## src/rtl/vga_grid_pkg.sv

```systemverilog
// Shared constants, types and the cell-address helper for the VGA color-cell grid.
package vga_grid_pkg;

    localparam int GRID_COLS = 8;
    localparam int GRID_ROWS = 6;
    localparam int CELL_W    = 80;
    localparam int CELL_H    = 80;
    localparam int H_ACTIVE  = 640;
    localparam int V_ACTIVE  = 480;
    localparam int NUM_CELLS = GRID_COLS * GRID_ROWS;
    localparam int ADDR_W    = $clog2(NUM_CELLS);

    typedef logic [2:0] color_sel_t;

    typedef enum logic [1:0] {
        IDLE,
        WRITE,
        CLEAR
    } arb_state_t;

    // Row-major cell index; only meaningful for in-range row/col.
    function automatic logic [ADDR_W-1:0] cell_addr(input logic [9:0] row, input logic [9:0] col);
        return ADDR_W'(row * 10'(GRID_COLS) + col);
    endfunction

endpackage

```

## src/rtl/vga_cell_locator.sv

```systemverilog
// Registers the RAM address for the next cycle: the cell under the beam, or an
// arbiter-supplied write address, plus the active-pixel flag that rides along.
module vga_cell_locator
    import vga_grid_pkg::*;
(
    input  logic              clk,
    input  logic              rst,
    input  logic [9:0]        counterH,
    input  logic [9:0]        counterV,
    input  logic              vga_blank,
    input  logic              ovr_en,
    input  logic [ADDR_W-1:0] ovr_addr,
    output logic [ADDR_W-1:0] addr_p0,
    output logic              vld_p0
);

    localparam logic [9:0] CELL_W10   = 10'(CELL_W);
    localparam logic [9:0] CELL_H10   = 10'(CELL_H);
    localparam logic [9:0] H_ACTIVE10 = 10'(H_ACTIVE);
    localparam logic [9:0] V_ACTIVE10 = 10'(V_ACTIVE);

    logic [9:0] col;
    logic [9:0] row;
    logic       in_active;

    always_comb begin
        col       = counterH / CELL_W10;
        row       = counterV / CELL_H10;
        in_active = vga_blank && (counterH < H_ACTIVE10) && (counterV < V_ACTIVE10);
    end

    // stage t -> t+1: address presented to the RAM
    always_ff @(posedge clk or posedge rst) begin
        if (rst) begin
            addr_p0 <= '0;
            vld_p0  <= 1'b0;
        end else begin
            addr_p0 <= ovr_en ? ovr_addr : cell_addr(row, col);
            vld_p0  <= in_active && !ovr_en;
        end
    end

endmodule

```

## src/rtl/vga_grid_arbiter.sv

```systemverilog
// Shares the single-port color-cell RAM between the pixel read pipeline and
// game-logic writes/clears; writes only ever use cycles sampled as blanking.
module vga_grid_arbiter
    import vga_grid_pkg::*;
(
    input  logic              vgaclk,
    input  logic              rst,
    input  logic [9:0]        counterH,
    input  logic [9:0]        counterV,
    input  logic              vga_blank,
    input  logic              wr_req,
    input  logic [2:0]        wr_col,
    input  logic [2:0]        wr_row,
    input  logic [2:0]        wr_color,
    output logic              wr_ack,
    input  logic              clr_req,
    output logic              clr_done,
    output logic [ADDR_W-1:0] mem_addr,
    output logic              mem_we,
    output logic [2:0]        mem_wdata,
    input  logic [2:0]        mem_rdata,
    output logic [2:0]        selector_color,
    output logic              busy
);

    arb_state_t        state;
    arb_state_t        state_nxt;
    logic [ADDR_W-1:0] clr_idx;
    logic [ADDR_W-1:0] clr_idx_nxt;
    logic              port_we;
    logic [ADDR_W-1:0] port_addr;
    color_sel_t        port_wdata;
    logic              ack_nxt;
    logic              done_nxt;
    logic              wr_in_range;
    logic              vld_p0;
    logic              vld_p1;

    assign wr_in_range = ({1'b0, wr_col} < 4'(GRID_COLS)) && ({1'b0, wr_row} < 4'(GRID_ROWS));

    vga_cell_locator u_locator (
        .clk       (vgaclk),
        .rst       (rst),
        .counterH  (counterH),
        .counterV  (counterV),
        .vga_blank (vga_blank),
        .ovr_en    (port_we),
        .ovr_addr  (port_addr),
        .addr_p0   (mem_addr),
        .vld_p0    (vld_p0)
    );

    // Port decisions are made on the sampled vga_blank and appear one cycle later.
    always_comb begin
        state_nxt   = state;
        clr_idx_nxt = clr_idx;
        port_we     = 1'b0;
        port_addr   = '0;
        port_wdata  = '0;
        ack_nxt     = 1'b0;
        done_nxt    = 1'b0;
        case (state)
            IDLE: begin
                if (!vga_blank) begin
                    if (clr_req) begin
                        state_nxt   = CLEAR;
                        clr_idx_nxt = '0;
                    end else if (wr_req) begin
                        state_nxt = WRITE;
                        ack_nxt   = 1'b1;
                        if (wr_in_range) begin
                            port_we    = 1'b1;
                            port_addr  = cell_addr(10'(wr_row), 10'(wr_col));
                            port_wdata = wr_color;
                        end
                    end
                end
            end
            WRITE: begin
                state_nxt = IDLE;
            end
            CLEAR: begin
                // clr_idx reaching NUM_CELLS means the last cell was written last cycle
                if (clr_idx == ADDR_W'(NUM_CELLS)) begin
                    done_nxt    = 1'b1;
                    state_nxt   = IDLE;
                    clr_idx_nxt = '0;
                end else if (!vga_blank) begin
                    port_we     = 1'b1;
                    port_addr   = clr_idx;
                    clr_idx_nxt = clr_idx + ADDR_W'(1);
                end
            end
            default: begin
                state_nxt = IDLE;
            end
        endcase
    end

    // stage t+1 -> t+3: read data returns at t+2 and is gated by the travelling flag
    always_ff @(posedge vgaclk or posedge rst) begin
        if (rst) begin
            state          <= IDLE;
            clr_idx        <= '0;
            mem_we         <= 1'b0;
            mem_wdata      <= '0;
            wr_ack         <= 1'b0;
            clr_done       <= 1'b0;
            busy           <= 1'b0;
            vld_p1         <= 1'b0;
            selector_color <= '0;
        end else begin
            state          <= state_nxt;
            clr_idx        <= clr_idx_nxt;
            mem_we         <= port_we;
            mem_wdata      <= port_wdata;
            wr_ack         <= ack_nxt;
            clr_done       <= done_nxt;
            busy           <= (state_nxt != IDLE);
            vld_p1         <= vld_p0;
            selector_color <= vld_p1 ? mem_rdata : '0;
        end
    end

endmodule

```

## config.mk

```make
export PLATFORM = sky130hd
export DESIGN_NAME = vga_grid_arbiter
export DESIGN_NICKNAME = d
export VERILOG_FILES = /design/src/rtl/vga_grid_pkg.sv /design/src/rtl/vga_cell_locator.sv /design/src/rtl/vga_grid_arbiter.sv
export SDC_FILE = /design/constraint.sdc
export NUM_CORES = 1
export LEC_CHECK = 0
export CAP_MARGIN = 25
export CORE_ASPECT_RATIO = 2
export CORE_MARGIN = 2
export CORE_UTILIZATION = 35
export CTS_BUF_LIST = sky130_fd_sc_hd__clkbuf_16
export DETAILED_ROUTE_END_ITERATION = 6
export MAX_ROUTING_LAYER = met4
export PLACE_DENSITY = 0.62
export SLEW_MARGIN = 30
export SYNTH_ARGS = -nofsm -noshare
export SYNTH_HDL_FRONTEND = slang
export SYNTH_HIERARCHICAL = 1
export SYNTH_SLANG_ARGS = --single-unit
```

## constraint.sdc

```tcl
create_clock -name vgaclk -period 3.6 [get_ports vgaclk]
set_clock_uncertainty 0.1 [all_clocks]
set_input_delay 0.72 -clock vgaclk [delete_from_list [all_inputs] [get_ports vgaclk]]
set_output_delay 0.72 -clock vgaclk [all_outputs]
set_load 0.02 [all_outputs]
```

==> run_results.csv <==
group,metric,value,unit
floorplanning,io_pins,53,
floorplanning,die_y,100.4,um
logic_synthesis,synthTopCellsByArea,"dfrtp_1, nor2_1, a21oi_1",
sta,hold_viol,0,
cts,cts_setup_buffers,0,
logic_synthesis,synth_edf_count,0,
floorplanning,start_util,35.71,%
cells_and_area,utilization,48.02,%
logic_synthesis,yosys.area_share.simple,22.23,%
logic_synthesis,synth_top_family_by_area,"simple AND/OR/NAND/NOR gates",
cts,post_cts_resized,0,
route,ant_nets,0,
sta,slew_headroom,52.31,%
route,drtIter0Drc,34,
logic_synthesis,ys_warn_count,6,
power_and_ir_drop,leakagePower,0.9638,nW
setup_path,cp-end-kind,"flip-flop",
setup_path,cp.required,3.65,ns
global_route,grt.overflow.total,0,
floorplanning,fp-row-count,35,
setup_path,regToRegSetupSlack,1.35,ns
cts,cts.clk_slew.worst_paths,0.07,ns
floorplanning,die_x,52.21,um
sta,rsz0062_at_grt,"false",
setup_path,cp-start-kind,"primary input",
global_route,grt_max_degree,20,
logic_synthesis,synth_top_area_share,40.00,%
route,dr.pass1.iters,4,
logic_synthesis,synth_fa_ha_area_share,4.308,%
sta,fin_crit,2.952,ns
logic_synthesis,synthMuxAreaShare,2.692,%
sta,fmax,0.3387,GHz
route,vias,1412,
cts,ctsLongestPathBuffers,2,
route,drc,0,
cts,clock_sinks,26,
logic_synthesis,synth_common_cells,"dfrtp_1, nor2_1, inv_1",
logic_synthesis,ys_seq_area_share,40.00,%
cts,cts_buffers,3,
logic_synthesis,syn_nets,219,
setup_path,reg2reg_depth,5,
outcome,status,"completed",
cts,htree_levels,1,
global_route,grt_pass1_vias,1419,
power_and_ir_drop,power_density,548.4,nW/um^2
sta,slew_violations,0,
cts,cts_tree,"done",
logic_synthesis,synthFlopType,"dfrtp_1",
cts,cts-hold-fix-buffers,0,
cells_and_area,layout.cells.non_filler,272,
sta,setup_violations,0,
route,avgViaCountPerCell,5.191,
place,dp_hpwl,2990,um
power_and_ir_drop,power,1.199,mW
logic_synthesis,synth_largest_area_cell,"dfrtp_1",
global_route,grt_pass1_wl,6237,um
cells_and_area,area_growth_syn_to_layout,34.46,%
logic_synthesis,syn_inst,178,
sta,finalSetupTns,0,ns
floorplanning,die_area,5242,um^2
sta,setup_slack,0.6476,ns
run,cap_violations,0,
place,place_area,2082,um^2
setup_path,crit_fanout,6,
sta,holdWs,0.2554,ns
cts,clk-insertion-delay-late,0.26,ns
place,dp_cells,268,
cells_and_area,fin_nets,259,
logic_synthesis,synth_xor_area_share,2.154,%
floorplanning,core_area,4554,um^2
cts,clockRootBuffer,"clkbuf_16",
worst_hold_path,min_path_type,"reg2reg",
global_route,grt_antenna_before_repair,0,
power_and_ir_drop,ir_worst_vdd,242.5,uV
global_route,grt_util_all_layers,15.99,%
cells_and_area,drive_gt1_share,8.756,%
worst_hold_path,hold_depth,0,
place,gp_congestion,0.7841,
sta,worst_slew_pin_slew,0.7146,ns
place,port_buffers,44,
logic_synthesis,synth.most_common_cell,"dfrtp_1",
logic_synthesis,ys_seq_elements,26,
setup_path,crit_type,"in2reg",
logic_synthesis,synth.cell_area,1627,um^2
cells_and_area,diodes,0,
logic_synthesis,syn-mean-instance-area,9.138,um^2
cells_and_area,fin_area,2187,um^2
route,wl,3713,um
place,pre_cts_ws,0.3794,ns
logic_synthesis,synth_cell_types,57,
setup_path,worstPathArrival,3.00,ns
sta,fin_crit_sh,82.01,%
route,wl_per_cell,13.65,um
logic_synthesis,synth_compound_area_share,21.38,%
logic_synthesis,synthArstFlopShare,100.0,%
-- where the power goes --
| group | switching, mW | internal (mW) |
|---|---|---|
| combinational | 0.221 | 0.218 |
| sequential | 0.0722 | 0.366 |
| clock | 0.101 | 0.221 |
| total | 0.395 | 0.804 |
-- cells by family (layout without fill, tap and decap cells) --
family,count (synthesis),after routing
fa+ha+maj,6,6
simple gates,64,64
flops,26,26
mux,4,4
xor+xnor,4,4
compound gates,49,49
buf+inv,25,64
-- layout by cell type, fill, tap and decap left out, drive strengths merged, types with 2 or more instances in the layout --
cell type and count:
a21o 4, nor2b 2, ha 4, a31oi 4, nor2 18, clkbuf 3, a211oi 2, or3 2
nand2b 4, mux2 3, xor2 4, a22o 4, o21ai 11, inv 15, and3 3, clkdlybuf4s50 44
maj3 2, or2 3, and2 6, dfrtp 26, a32o 3, nand3 3, a21oi 12, nand2 9
nor3 4
-- worst paths after layout --
path                                  start                   end
min in group asynchronous               rst      u_locator/vld_p0
hold / removal             u_locator/vld_p0                vld_p1
max in group asynchronous               rst            clr_idx[1]
setup reg to reg                   state[1]  u_locator/addr_p0[4]
setup / recovery                counterV[7]  u_locator/addr_p0[4]
hold reg to reg            u_locator/vld_p0                vld_p1
-- state kept, by name (all words and copies together), names as in the netlist --
signal             cells
clr_done               1
mem_we                 1
wr_ack                 1
vld_p1                 1
clr_idx                6
state                  2
u_locator/vld_p0       1
mem_wdata              3
u_locator/addr_p0      6
selector_color         3
busy                   1
-- critical path, stage by stage --
cell and delay (ns):
clkdlybuf4s50_1 0.60, inv_2 0.08, maj3_1 0.36, nand2_1 0.08, o21ai_0 0.10, a221o_1 0.31, ha_1 0.20, ha_1 0.27
mux2_1 0.28
-- per-layer routing --
metal | vias up | GRT usage [%] | share of wire (%)
li1 | 704 | - | -
met1 | 670 | 15.29 | 36
met2 | 32 | 31.26 | 60
met3 | 6 | 0.8929 | 2.2
met4 | 0 | 6.509 | 2.0
met5 | - | - | 0
-- area by class of cell --
cell class	count	area, um^2
clock buffers	3	75.07
clock inverters	1	30.03
fillers	447	2367
inverters	15	56.30
multi-input cells	127	858.3
flip-flops and latches	26	650.6
well taps	55	68.82
repair buffers	45	447.9
Note: power is estimated with default switching activity, not from simulation.
